===== src/rtl/delay_sweep_sched.sv =====
// Steps the pulse-generator echo delay through a programmed sweep, advancing only on Sync shot boundaries.
// Optional build macro SWEEP_LOOP_EN: restart the sweep from the base delay instead of stopping in DONE.
module delay_sweep_sched #(
    parameter int DW = 16,
    parameter int CW = 8
) (
    input  logic          clk,
    input  logic          resetn,
    input  logic          start,
    input  logic          abort,
    input  logic [DW-1:0] base_del,
    input  logic [DW-1:0] step_del,
    input  logic [CW-1:0] n_steps,
    input  logic [CW-1:0] n_avg,
    input  logic          sync_in,
    output logic [DW-1:0] del_out,
    output logic          upd,
    output logic [CW-1:0] step_idx,
    output logic          busy,
    output logic          done,
    output logic          ovf_err
);

    typedef enum logic [1:0] {S_IDLE, S_ARM, S_RUN, S_DONE} state_t;

    state_t        state;
    logic          sync_meta, sync_s2, sync_s3, sync_edge;
    logic [DW-1:0] base_sh, step_sh;
    logic [CW-1:0] steps_sh, avg_sh, avg_cnt;
    logic [CW-1:0] steps_last, avg_last;
    logic [DW:0]   sum_full;
    logic          upd_pend, upd_ev, upd_req, last_point;

    function automatic logic [DW-1:0] sat_clamp(input logic [DW:0] s);
        return s[DW] ? {DW{1'b1}} : s[DW-1:0];
    endfunction

    // Sync crosses from the PLL domain; the registered edge pulse lands 3 cycles after the rise.
    always_ff @(posedge clk or negedge resetn) begin
        if (!resetn) begin
            sync_meta <= 1'b0;
            sync_s2   <= 1'b0;
            sync_s3   <= 1'b0;
            sync_edge <= 1'b0;
        end else begin
            sync_meta <= sync_in;
            sync_s2   <= sync_meta;
            sync_s3   <= sync_s2;
            sync_edge <= sync_s2 & ~sync_s3;
        end
    end

    always_comb begin
        steps_last = (steps_sh == '0) ? '0 : steps_sh - 1'b1;
        avg_last   = (avg_sh == '0) ? '0 : avg_sh - 1'b1;
        sum_full   = {1'b0, del_out} + {1'b0, step_sh};
        last_point = (step_idx >= steps_last);
        upd_ev     = 1'b0;
        if ((state == S_IDLE || state == S_DONE) && start && !abort)
            upd_ev = 1'b1;
        else if ((state == S_ARM || state == S_RUN) && abort)
            upd_ev = 1'b1;
        else if (state == S_RUN && sync_edge && avg_cnt >= avg_last) begin
`ifdef SWEEP_LOOP_EN
            upd_ev = 1'b1;
`else
            upd_ev = !last_point;
`endif
        end
        upd_req = upd_ev | upd_pend;
    end

    // A change requested right after a strobe is deferred one cycle so upd never stays high twice.
    always_ff @(posedge clk or negedge resetn) begin
        if (!resetn) begin
            state    <= S_IDLE;
            del_out  <= '0;
            upd      <= 1'b0;
            upd_pend <= 1'b0;
            step_idx <= '0;
            busy     <= 1'b0;
            done     <= 1'b0;
            ovf_err  <= 1'b0;
            avg_cnt  <= '0;
            base_sh  <= '0;
            step_sh  <= '0;
            steps_sh <= '0;
            avg_sh   <= '0;
        end else begin
            upd      <= upd_req & ~upd;
            upd_pend <= upd_req & upd;
            case (state)
                S_IDLE, S_DONE: begin
                    if (start && !abort) begin
                        base_sh  <= base_del;
                        step_sh  <= step_del;
                        steps_sh <= n_steps;
                        avg_sh   <= n_avg;
                        del_out  <= base_del;
                        step_idx <= '0;
                        ovf_err  <= 1'b0;
                        avg_cnt  <= '0;
                        busy     <= 1'b1;
                        done     <= 1'b0;
                        state    <= S_ARM;
                    end
                end
                S_ARM: begin
                    if (abort) begin
                        del_out  <= base_sh;
                        step_idx <= '0;
                        avg_cnt  <= '0;
                        busy     <= 1'b0;
                        done     <= 1'b0;
                        state    <= S_IDLE;
                    end else if (sync_edge) begin
                        // This shot may have been launched with the previous delay.
                        avg_cnt <= '0;
                        state   <= S_RUN;
                    end
                end
                S_RUN: begin
                    if (abort) begin
                        del_out  <= base_sh;
                        step_idx <= '0;
                        avg_cnt  <= '0;
                        busy     <= 1'b0;
                        done     <= 1'b0;
                        state    <= S_IDLE;
                    end else if (sync_edge) begin
                        if (avg_cnt < avg_last) begin
                            avg_cnt <= avg_cnt + 1'b1;
                        end else if (!last_point) begin
                            avg_cnt  <= '0;
                            step_idx <= step_idx + 1'b1;
                            del_out  <= sat_clamp(sum_full);
                            if (sum_full[DW])
                                ovf_err <= 1'b1;
                        end else begin
`ifdef SWEEP_LOOP_EN
                            del_out  <= base_sh;
                            step_idx <= '0;
                            avg_cnt  <= '0;
                            state    <= S_ARM;
`else
                            busy     <= 1'b0;
                            done     <= 1'b1;
                            state    <= S_DONE;
`endif
                        end
                    end
                end
                default: state <= S_IDLE;
            endcase
        end
    end

endmodule


===== config.mk =====
export PLATFORM = sky130hd
export DESIGN_NAME = delay_sweep_sched
export DESIGN_NICKNAME = d
export VERILOG_FILES = /design/src/rtl/delay_sweep_sched.sv
export SDC_FILE = /design/constraint.sdc
export NUM_CORES = 1
export LEC_CHECK = 0
export ABC_AREA = 1
export CELL_PAD_IN_SITES_DETAIL_PLACEMENT = 0
export CELL_PAD_IN_SITES_GLOBAL_PLACEMENT = 1
export CORE_MARGIN = 5
export CORE_UTILIZATION = 40
export CTS_CLUSTER_DIAMETER = 50
export CTS_CLUSTER_SIZE = 16
export DETAILED_ROUTE_END_ITERATION = 8
export HOLD_SLACK_MARGIN = 0.03
export PLACE_DENSITY_LB_ADDON = 0.05
export SLEW_MARGIN = 30
export SYNTH_ARGS = -nofsm -noshare
export SYNTH_HDL_FRONTEND = slang
export SYNTH_SLANG_ARGS = --single-unit

===== constraint.sdc =====
create_clock -name clk -period 3.7 [get_ports clk]
set_clock_uncertainty 0.05 [all_clocks]
set_input_delay 0.555 -clock clk [delete_from_list [all_inputs] [get_ports clk]]
set_output_delay 0.555 -clock clk [all_outputs]
set_load 0.03 [all_outputs]

==> results by group, run 1 <==
Status
  • Status: finished clean

Yosys
  • Top FF cell, synth: dfrtp_1
  • Seq/Total Area, Yosys: 0.370
  • Async S/R FF share, synth: 1.00
  • Post-synth top area share: 0.370
  • Synth warn: 0
  • Post-synth net total: 973
  • Synthesized cell area: 0.00615 mm²
  • Post-Synthesis Cells: 881
  • Top post-synthesis cells by area: dfrtp_1, nand2_1, ha_1, inv_1, nor2_1
  • Leading area contributor after synthesis: dfrtp_1
  • Syn Area/Cell: 6.98 µm²
  • Post-synth EDFFs: 0
  • Netlist cell types: 36
  • Yosys reg bits: 91

Die
  • IO Count: 81
  • Die area: 0.0180 mm²
  • Die H: 134 µm
  • Row cnt: 45
  • Initial core utilization: 0.406
  • Die Wd: 134 µm
  • Core area: 0.0151 mm²

Clocking
  • Hold_buf cts: 0
  • Cts repair resizes: 0
  • Post-CTS Setup Bufs: 0
  • H-tree depth: 3
  • Clock Tree Root: clkbuf_16
  • Clk sinks: 91
  • Clock transition at path regs: 0.07 ns
  • Clock buffer depth: 2
  • CTS tree: built
  • Num CTS Buffers: 9
  • Clock Latency Late Sink: 0.35 ns

Drt
  • Routed len/inst: 14.7 µm
  • Post-DRT Antenna Nets: 0
  • Drt drc: 0
  • Overall via count from detail_route: 5614
  • Routed wire length: 16900 µm
  • DR iter-0 viols: 385
  • Vias/cell: 4.90
  • 1st-pass router iterations: 4

Layout
  • Fin util: 0.488
  • Diode count: 0
  • Area grow syn2layout: 20.3%
  • Share of layout cells above drive strength 1: 0.0658
  • Final nets: 1046
  • Layout fillers: 1524
  • Non-Filler Instances: 1145

Critical path
  • Crit path buf inv count: 4
  • Arrival @ worst endpoint: 3.37 ns
  • Crit Path Max Fanout: 14
  • Setup crit end kind: flop
  • Max stage delay on crit path: 0.38 ns
  • Worst reg2reg path depth: 19
  • Crit path max-delay cell type: dfrtp_1
  • RR Endpoint: del_out[14]
  • Required time of the critical path: 3.89 ns
  • R2R Path Start: avg_sh[0]
  • Crit path cell chain: inv_1 -> ha_1 -> inv_1 -> or2_2 -> nor2_1 -> nand3_1 -> nand2_1 -> ha_1 -> a21oi_1 -> nor2_1 -> nor3_2 -> nand3_2 -> nand2_2 -> inv_2 -> nand2_2 -> buf_4 -> nor2_1 -> nand2_1 -> nand2_1
  • Worst Setup Start Kind: flop
  • Family with the most delay on the worst path: simple AND/OR/NAND/NOR gates
  • R2R Setup Slk: 0.52 ns
  • Critical path class: reg2reg

Worst hold path
  • Hold WC Path Type: in2async

GRT
  • First-pass GRT wire length: 27600 µm
  • Vias in the first global route: 5679
  • Initial antenna violation count: 0
  • GRT Total Usage: 0.191
  • GRT overflow: 0
  • Largest net degree at the start of global routing: 59

Placement
  • DP Wirelength: 12400 µm
  • Port bufs: 80
  • Placer Congestion: 0.828
  • Cells after DPL: 1131

STA
  • Worst Tran Pin Value: 0.780 ns
  • WHS: 0.225 ns
  • Period minus WS final: 3.18 ns
  • Final Cycle Share: 0.859
  • Total Neg Setup Slack: 0 ns
  • Slew Viols, Final: 0
  • Unrepaired setup endpoints after global routing: no
  • Fin. Hold Viols: 0
  • Final setup vio count: 0
  • Fmax: 0.315 GHz
  • Worst rel slew slack: 0.480

Flow run
  • Max Cap Viol: 0

Pwr
  • LEAKAGE: 3.90 nW
  • Power per cell area: 833 mW/mm²
  • Worst-case vdd ir drop: 0.354 mV
==> where the power goes <==
group / total, W / internal [W] / switching (W)
clock network: 0.000879 / 0.000484 / 0.000395
registers: 0.00169 / 0.00137 / 0.000319
logic: 0.00359 / 0.00129 / 0.00230
==> sequential cells by signal, indices dropped and copies added, names as in the netlist, 2 cells and up <==
register	count
base_sh	16
del_out	16
step_sh	16
avg_cnt	8
avg_sh	8
step_idx	8
steps_sh	8
state	2
==> logic make-up after synthesis <==
group                      synth area share
DFF                                   0.370
xor gates and xnor gates             0.0342
buffers and inverters                0.0877
and+or+nand+nor                       0.329
AOI/OAI and AO/OA                    0.0981
adders and majority gates            0.0806
==> routing by layer <==
layer / global-route usage / share of wire / vias to the layer above
met1: 0.249 / 0.47 / 2576
met4: 0.0583 / 0.015 / 0
met5: 0 / 0 / -
li1: - / - / 2914
met3: 0.0248 / 0.030 / 16
met2: 0.332 / 0.48 / 108
==> layout by cell type (no fill, tap or decap), types with 4 or more instances in the layout <==
| cell | count |
|---|---|
| nand2_1 | 346 |
| inv_1 | 92 |
| dfrtp_1 | 91 |
| clkdlybuf4s50_1 | 79 |
| nor2_1 | 66 |
| nand3_1 | 45 |
| ha_1 | 38 |
| o21ai_0 | 33 |
| a21oi_1 | 33 |
| xor2_1 | 17 |
| o21ai_1 | 17 |
| nand4_1 | 14 |
| o21ai_2 | 9 |
| clkbuf_16 | 9 |
| buf_4 | 9 |
| inv_2 | 8 |
| xnor2_1 | 7 |
| nand2_2 | 5 |
| nor3_1 | 4 |
| nor2_2 | 4 |
==> cell usage after synthesis (4+ instances only) <==
cell type	n
nor3_1	4
a21oi_1	33
nand4_1	14
nor2_1	66
buf_6	5
inv_2	8
buf_2	10
nor2_2	4
clkbuf_1	13
xnor2_1	7
o21ai_1	17
nand2_2	5
o21ai_2	9
o21ai_0	33
ha_1	38
inv_1	92
nand2_1	346
nand3_1	45
dfrtp_1	91
xor2_1	17
==> how the worst max path moves through the flow <==
stage	start	end	cells past startpoint
finish	avg_sh[0]	del_out[14]	19
global route	avg_sh[0]	del_out[12]	19
CTS	avg_sh[0]	del_out[14]	19
detailed placement	avg_sh[0]	del_out[10]	19
global placement	avg_sh[0]	del_out[11]	19
floorplan	avg_sh[0]	del_out[10]	19
==> cell type report <==
cell class | instances | area, µm² | share of cell area
Timing Repair Buffer | 90 | 898 | 0.121
Sequential cell | 91 | 2280 | 0.308
Tap cell | 188 | 235 | 0.0318
Multi-Input combinational cell | 661 | 3330 | 0.451
Clock inverter | 2 | 12.5 | 0.00169
Clock buffer | 12 | 256 | 0.0347
Inverter | 101 | 384 | 0.0519
==> stage by stage <==
step / setup WS [ns] / power, W / cell area [µm²]
final: 0.523 / 0.00616 / 7400
after global routing: 0.155 / 0.00678 / 7400
after CTS: 0.492 / 0.00625 / 7400
after detailed placement: 0.488 / 0.00533 / 7130
after global placement: 0.626 / 0.00525 / 7130
after floorplan: 0.965 / 0.00431 / 6150
Note: power is estimated with default switching activity, not from simulation.
==> run 2: changes to the inputs <==
Settings changed: CORE_UTILIZATION 40 to 46, DONT_BUFFER_PORTS set to 1.
Clock period 3.7 ns to 3 ns, I/O delays scaled along.
==> run 2 against run 1 <==
Against the previous run:
- worst hold slack got worse by 0.15 ns
- via count decreased by 2.8%
- die area decreased by 12%
- worst setup slack got worse by 0.34 ns
- fmax increased by 13%
- largest power group unchanged
- non-clock buffer count decreased by 61
- power increased by 28%
- combinational power increased by 25%
- sequential share of layout area increased by 2.1 points
==> results by group, run 2 (synthesis gave the netlist of run 1 again) <==
Critical path
  • Worst Setup Start Kind: flop (unchanged)
  • Required time of the critical path: 3.19 ns (was 3.89 ns)
  • RR Endpoint: del_out[9] (was del_out[14])
  • R2R Setup Slk: 0.18 ns (was 0.52 ns)
  • Worst reg2reg path depth: 21 (was 19)
  • Arrival @ worst endpoint: 3.01 ns (was 3.37 ns)
  • Setup crit end kind: flop (unchanged)
  • Crit Path Max Fanout: 7 (was 14)
  • R2R Path Start: avg_sh[0] (unchanged)
  • Critical path class: reg2reg (unchanged)

Drt
  • Routed wire length: 16600 µm (was 16900 µm)
  • DR iter-0 viols: 354 (was 385)
  • 1st-pass router iterations: 4 (unchanged)
  • Routed len/inst: 15.4 µm (was 14.7 µm)
  • Post-DRT Antenna Nets: 0 (unchanged)
  • Vias/cell: 5.08 (was 4.90)
  • Overall via count from detail_route: 5457 (was 5614)
  • Drt drc: 0 (unchanged)

Die
  • Die H: 126 µm (was 134 µm)
  • IO Count: 81 (unchanged)
  • Core area: 0.0132 mm² (was 0.0151 mm²)
  • Die Wd: 126 µm (was 134 µm)
  • Initial core utilization: 0.466 (was 0.406)
  • Row cnt: 42 (was 45)
  • Die area: 0.0158 mm² (was 0.0180 mm²)

Status
  • Status: finished clean (unchanged)

GRT
  • Initial antenna violation count: 0 (unchanged)
  • Largest net degree at the start of global routing: 92 (was 59)
  • GRT overflow: 0 (unchanged)
  • First-pass GRT wire length: 27200 µm (was 27600 µm)
  • Vias in the first global route: 5465 (was 5679)
  • GRT Total Usage: 0.211 (was 0.191)

Clocking
  • Clk sinks: 91 (unchanged)
  • CTS tree: built (unchanged)
  • Clock Tree Root: clkbuf_16 (unchanged)
  • Clock transition at path regs: 0.06 ns (was 0.07 ns)
  • Clock Latency Late Sink: 0.35 ns (about the same)
  • Clock buffer depth: 2 (unchanged)
  • H-tree depth: 3 (unchanged)
  • Num CTS Buffers: 9 (unchanged)

STA
  • Final worst setup slack: 0.181 ns (was 0.523 ns)
  • Slew Viols, Final: 0 (unchanged)
  • Worst rel slew slack: 0.456 (was 0.480)
  • Fmax: 0.355 GHz (was 0.315 GHz)
  • Final Cycle Share: 0.940 (was 0.859)
  • Final setup vio count: 0 (unchanged)
  • Worst Tran Pin Value: 0.816 ns (was 0.780 ns)
  • Fin. Hold Viols: 0 (unchanged)
  • Period minus WS final: 2.82 ns (was 3.18 ns)

Placement
  • Placer Congestion: 0.826 (was 0.828)
  • Port bufs: 0 (was 80)
  • Worst slack, placed: -0.0999 ns (was 0.488 ns)
  • DP Wirelength: 11800 µm (was 12400 µm)

Layout
  • Commonest non-fill, non-tap cell in the layout: nand2_1 (unchanged)
  • Most frequent cells in the layout: nand2_1, dfrtp_1, inv_1, nor2_1, nand3_1 (was nand2_1, inv_1, dfrtp_1, clkdlybuf4s50_1, nor2_1)
  • Share of layout cells above drive strength 1: 0.106 (was 0.0658)
  • Largest regs: base_sh (16), del_out (16), step_sh (16) (unchanged)
  • Area grow syn2layout: 12.6% (was 20.3%)
  • Final nets: 985 (was 1046)
  • Layout fillers: 1340 (was 1524)
  • Diode count: 0 (unchanged)

Pwr
  • Total power: 0.00788 W (was 0.00616 W)
  • Worst-case vdd ir drop: 0.458 mV (was 0.354 mV)
  • LEAKAGE: 3.76 nW (was 3.90 nW)
  • Power per cell area: 1140 mW/mm² (was 833 mW/mm²)

Worst hold path
  • Hold-critical path depth: 0
  • Hold WC Path Type: in2reg (was in2async)
  • Worst Hold Endpoint: sync_meta
  • Hold_sp: sync_in

Flow run
  • Max Cap Viol: 0 (unchanged)
-- run 2: how the worst max path moves through the flow --
stage                   start          end  slack (ns)  cells past startpoint
floorplan           avg_sh[0]  del_out[10]        0.26                     19
global placement    avg_sh[0]   del_out[9]        0.04                     19
detailed placement  avg_sh[0]  step_idx[4]        -0.1                     18
CTS                 avg_sh[0]  step_idx[4]        0.04                     18
global route        avg_sh[1]  del_out[14]       -0.03                     19
finish              avg_sh[0]   del_out[9]        0.18                     21
-- run 2: layout make-up --
cell class | instances | area, µm² | share of cell area
flip-flops and latches | 91 | 2280 | 0.329
inverters | 101 | 387 | 0.0558
repair buffers | 29 | 338 | 0.0488
multi-input cells | 661 | 3400 | 0.491
well taps | 176 | 220 | 0.0318
clock buffers | 14 | 284 | 0.0410
clock inverters | 2 | 16.3 | 0.00235
-- run 2: metal layers --
layer | GRT usage | up-vias | share of wire | routed length (µm)
met4 | 0.0791 | 0 | 0.019 | 316
li1 | - | 2792 | - | -
met2 | 0.352 | 111 | 0.49 | 8050
met1 | 0.267 | 2533 | 0.44 | 7260
met5 | 0 | - | 0 | 0
met3 | 0.0521 | 21 | 0.057 | 942
-- run 2: power breakdown --
group          internal [W]  switching [W]  total (W)
sequential          0.00169       0.000553    0.00224
combinational       0.00169        0.00280    0.00449
clock              0.000656       0.000489    0.00115
total               0.00403        0.00385    0.00788
-- run 2: worst max-delay path, stage by stage (launching register included) --
cell and delay (ns):
dfrtp_1 0.39, inv_2 0.06, ha_1 0.13, inv_1 0.05
or2_4 0.24, nor2_4 0.18, nand2_2 0.07, xor2_1 0.14
inv_1 0.05, nand2_1 0.04, ha_1 0.28, nand2_2 0.07
nor2_1 0.05, nor3_2 0.20, nand3_2 0.11, nand2_2 0.10
inv_2 0.07, nand2_8 0.15, buf_12 0.14, nor2_1 0.04
nand2_1 0.06, nand2_1 0.04
-- run 2: through the flow --
stage / instances / util / TNS, ns / instance area [µm²] / hold WS, ns
after floorplan: 881 / - / 0 / 6150 / 0.104
after global placement: 1046 / 0.483 / 0 / 6370 / 0.107
after detailed placement: 1046 / 0.483 / -1.51 / 6370 / 0.107
after CTS: 1064 / 0.509 / 0 / 6720 / 0.0559
after global routing: 1074 / 0.525 / -0.168 / 6920 / 0.0606
final: 1074 / 0.525 / 0 / 6920 / 0.0724
-- run 2: what timing repair did --
item,4_1_cts,5_1_grt
setup endpoints to repair,27,38
buffers inserted,0,7
cloned,0,3
hold buffers,2,0
resized for setup,3,21
pin swaps,0,7
hold endpoints to repair,91,0
==> run 3: changes to the inputs <==
Settings changed: SETUP_SLACK_MARGIN set to 0.05.
==> run 3 against run 2 <==
Against the previous run:
- combinational power is 2% higher
- sequential power hardly changed
- register-to-register slack worse by 0.03 ns
- global-route usage hardly changed
- routed wire length is 0.95% higher
- critical path depth stayed put
- clock power hardly changed
- count of clock-buffer cells in the layout stayed put
- critical path type unchanged
- largest cell class unchanged
- highest routed layer unchanged
==> results by group, run 3 (synthesis gave the netlist of run 1 again) <==
Clocking
  • H-tree depth: 3 (unchanged)
  • Clock buffer depth: 2 (unchanged)
  • Clock Tree Root: clkbuf_16 (unchanged)
  • Clock Latency Late Sink: 0.36 ns (was 0.35 ns)
  • Num CTS Buffers: 9 (unchanged)
  • Clock transition at path regs: 0.06 ns (about the same)
  • Clk sinks: 91 (unchanged)
  • CTS tree: built (unchanged)

Drt
  • Post-DRT Antenna Nets: 0 (unchanged)
  • Routed len/inst: 15.5 µm (was 15.4 µm)
  • Overall via count from detail_route: 5503 (was 5457)
  • 1st-pass router iterations: 4 (unchanged)
  • Routed wire length: 16700 µm (was 16600 µm)
  • Vias/cell: 5.11 (was 5.08)
  • Drt drc: 0 (unchanged)
  • DR iter-0 viols: 331 (was 354)

STA
  • Period minus WS final: 2.85 ns (was 2.82 ns)
  • Final worst setup slack: 0.152 ns (was 0.181 ns)
  • Slew Viols, Final: 0 (unchanged)
  • Worst Tran Pin Value: 0.821 ns (was 0.816 ns)
  • Final Cycle Share: 0.949 (was 0.940)
  • Fmax: 0.351 GHz (was 0.355 GHz)
  • Unrepaired setup endpoints after global routing: yes
  • Worst rel slew slack: 0.452 (was 0.456)
  • WHS: 0.0724 ns (about the same)
  • Fin. Hold Viols: 0 (unchanged)
  • Final setup vio count: 0 (unchanged)
  • Total Neg Setup Slack: 0 ns (unchanged)

Die
  • Core area: 0.0132 mm² (unchanged)
  • Die area: 0.0158 mm² (unchanged)
  • IO Count: 81 (unchanged)
  • Initial core utilization: 0.466 (unchanged)
  • Row cnt: 42 (unchanged)
  • Die Wd: 126 µm (unchanged)
  • Die H: 126 µm (unchanged)

Critical path
  • Arrival @ worst endpoint: 3.04 ns (was 3.01 ns)
  • R2R Path Start: avg_sh[0] (unchanged)
  • Crit Path Max Fanout: 7 (unchanged)
  • Worst reg2reg path depth: 21 (unchanged)
  • Setup crit end kind: flop (unchanged)
  • RR Endpoint: del_out[9] (unchanged)
  • Worst Setup Start Kind: flop (unchanged)
  • R2R Setup Slk: 0.15 ns (was 0.18 ns)
  • Required time of the critical path: 3.20 ns (was 3.19 ns)
  • Critical path class: reg2reg (unchanged)

Worst hold path
  • Hold_sp: sync_in (unchanged)
  • Worst Hold Endpoint: sync_meta (unchanged)
  • Hold WC Path Type: in2reg (unchanged)
  • Hold-critical path depth: 0 (unchanged)

Layout
  • Largest regs: base_sh (16), del_out (16), step_sh (16) (unchanged)
  • Share of layout cells above drive strength 1: 0.117 (was 0.106)
  • Final nets: 988 (was 985)
  • Commonest non-fill, non-tap cell in the layout: nand2_1 (unchanged)
  • Layout fillers: 1340 (unchanged)
  • Diode count: 0 (unchanged)
  • Most frequent cells in the layout: nand2_1, dfrtp_1, inv_1, nor2_1, nand3_1 (unchanged)
  • Non-Filler Instances: 1077 (was 1074)
  • Area grow syn2layout: 13.5% (was 12.6%)

GRT
  • Largest net degree at the start of global routing: 92 (unchanged)
  • First-pass GRT wire length: 27200 µm (about the same)
  • Vias in the first global route: 5469 (was 5465)
  • Initial antenna violation count: 0 (unchanged)
  • Met3 Usage GRT: 0.0517 (was 0.0521)
  • GRT Max-Usage Layer: met2 (unchanged)
  • Met1 Use GR: 0.267 (about the same)
  • Routing usage on met2: 0.354 (was 0.352)
  • GRT overflow: 0 (unchanged)
  • GRT Total Usage: 0.212 (was 0.211)

Pwr
  • LEAKAGE: 3.78 nW (was 3.76 nW)
  • Worst-case vdd ir drop: 0.458 mV (about the same)
  • Total power: 0.00798 W (was 0.00788 W)
  • Power per cell area: 1140 mW/mm² (about the same)

Status
  • Status: finished clean (unchanged)

Placement
  • Worst slack, placed: -0.0999 ns (unchanged)
  • Cells after DPL: 1046 (unchanged)
  • DP Wirelength: 11800 µm (unchanged)
  • Placer Congestion: 0.826 (unchanged)
  • Port bufs: 0 (unchanged)

Flow run
  • Max Cap Viol: 0 (unchanged)
-- run 3: cell count changes in the layout (fill, tap and decap cells not counted), sizes merged --
cell  before  now
buf       25   28
-- run 3: per-layer routing --
layer	wire, µm	part of all wire	vias up
li1	-	-	2806
met2	8010	0.48	116
met5	0	0	-
met1	7400	0.44	2553
met4	403	0.024	0
met3	907	0.054	28
-- run 3: final cells by class --
class                           instances  area [µm²]  share of cell area
Multi-Input combinational cell        661        3430               0.492
Sequential cell                        91        2280               0.326
Inverter                              101         389              0.0557
Timing Repair Buffer                   32         360              0.0516
Clock buffer                           14         284              0.0407
Tap cell                              176         220              0.0315
Clock inverter                          2        16.3             0.00233
-- run 3: through the flow --
step,util,cell area [µm²]
finish,0.529,6980
global placement,0.483,6370
CTS,0.510,6720
global route,0.529,6980
detailed placement,0.483,6370
floorplan,-,6150
-- run 3: critical path: stages (launching register included) --
cell,delay (ns)
dfrtp_1,0.39
inv_2,0.09
ha_4,0.14
inv_2,0.03
or2_4,0.23
nor2_4,0.19
nand2_2,0.07
xor2_1,0.14
inv_1,0.05
nand2_1,0.04
ha_1,0.28
nand2_2,0.08
nor2_2,0.04
nor3_2,0.20
nand3_2,0.11
nand2_2,0.12
inv_4,0.05
nand2_8,0.14
buf_12,0.14
nor2_1,0.04
nand2_1,0.06
nand2_1,0.04
-- run 3: how the worst max path moves through the flow --
| stage | from | end | slack (ns) | cells after the start |
|---|---|---|---|---|
| floorplan | avg_sh[0] | del_out[10] | 0.26 | 19 |
| global placement | avg_sh[0] | del_out[9] | 0.04 | 19 |
| detailed placement | avg_sh[0] | step_idx[4] | -0.1 | 18 |
| CTS | steps_sh[0] | step_idx[4] | 0.05 | 17 |
| global route | avg_sh[0] | del_out[14] | -0.02 | 21 |
| finish | avg_sh[0] | del_out[9] | 0.15 | 21 |
-- run 3: power breakdown --
part | switching (W) | total (W) | internal [W] | leakage [nW]
Sequential | 0.000556 | 0.00225 | 0.00169 | 1.16
Combinational | 0.00285 | 0.00458 | 0.00173 | 2.48
Clock | 0.000490 | 0.00115 | 0.000656 | 0.146
-- run 3: timing repair --
action / in CTS / in global routing
endpoints found under the setup margin: 34 / 38
gates cloned: 0 / 3
gates resized for setup: 4 / 31
hold buffers: 2 / 0
endpoints found under the hold margin: 91 / 0
pin swaps: 0 / 10
buffers inserted: 0 / 10
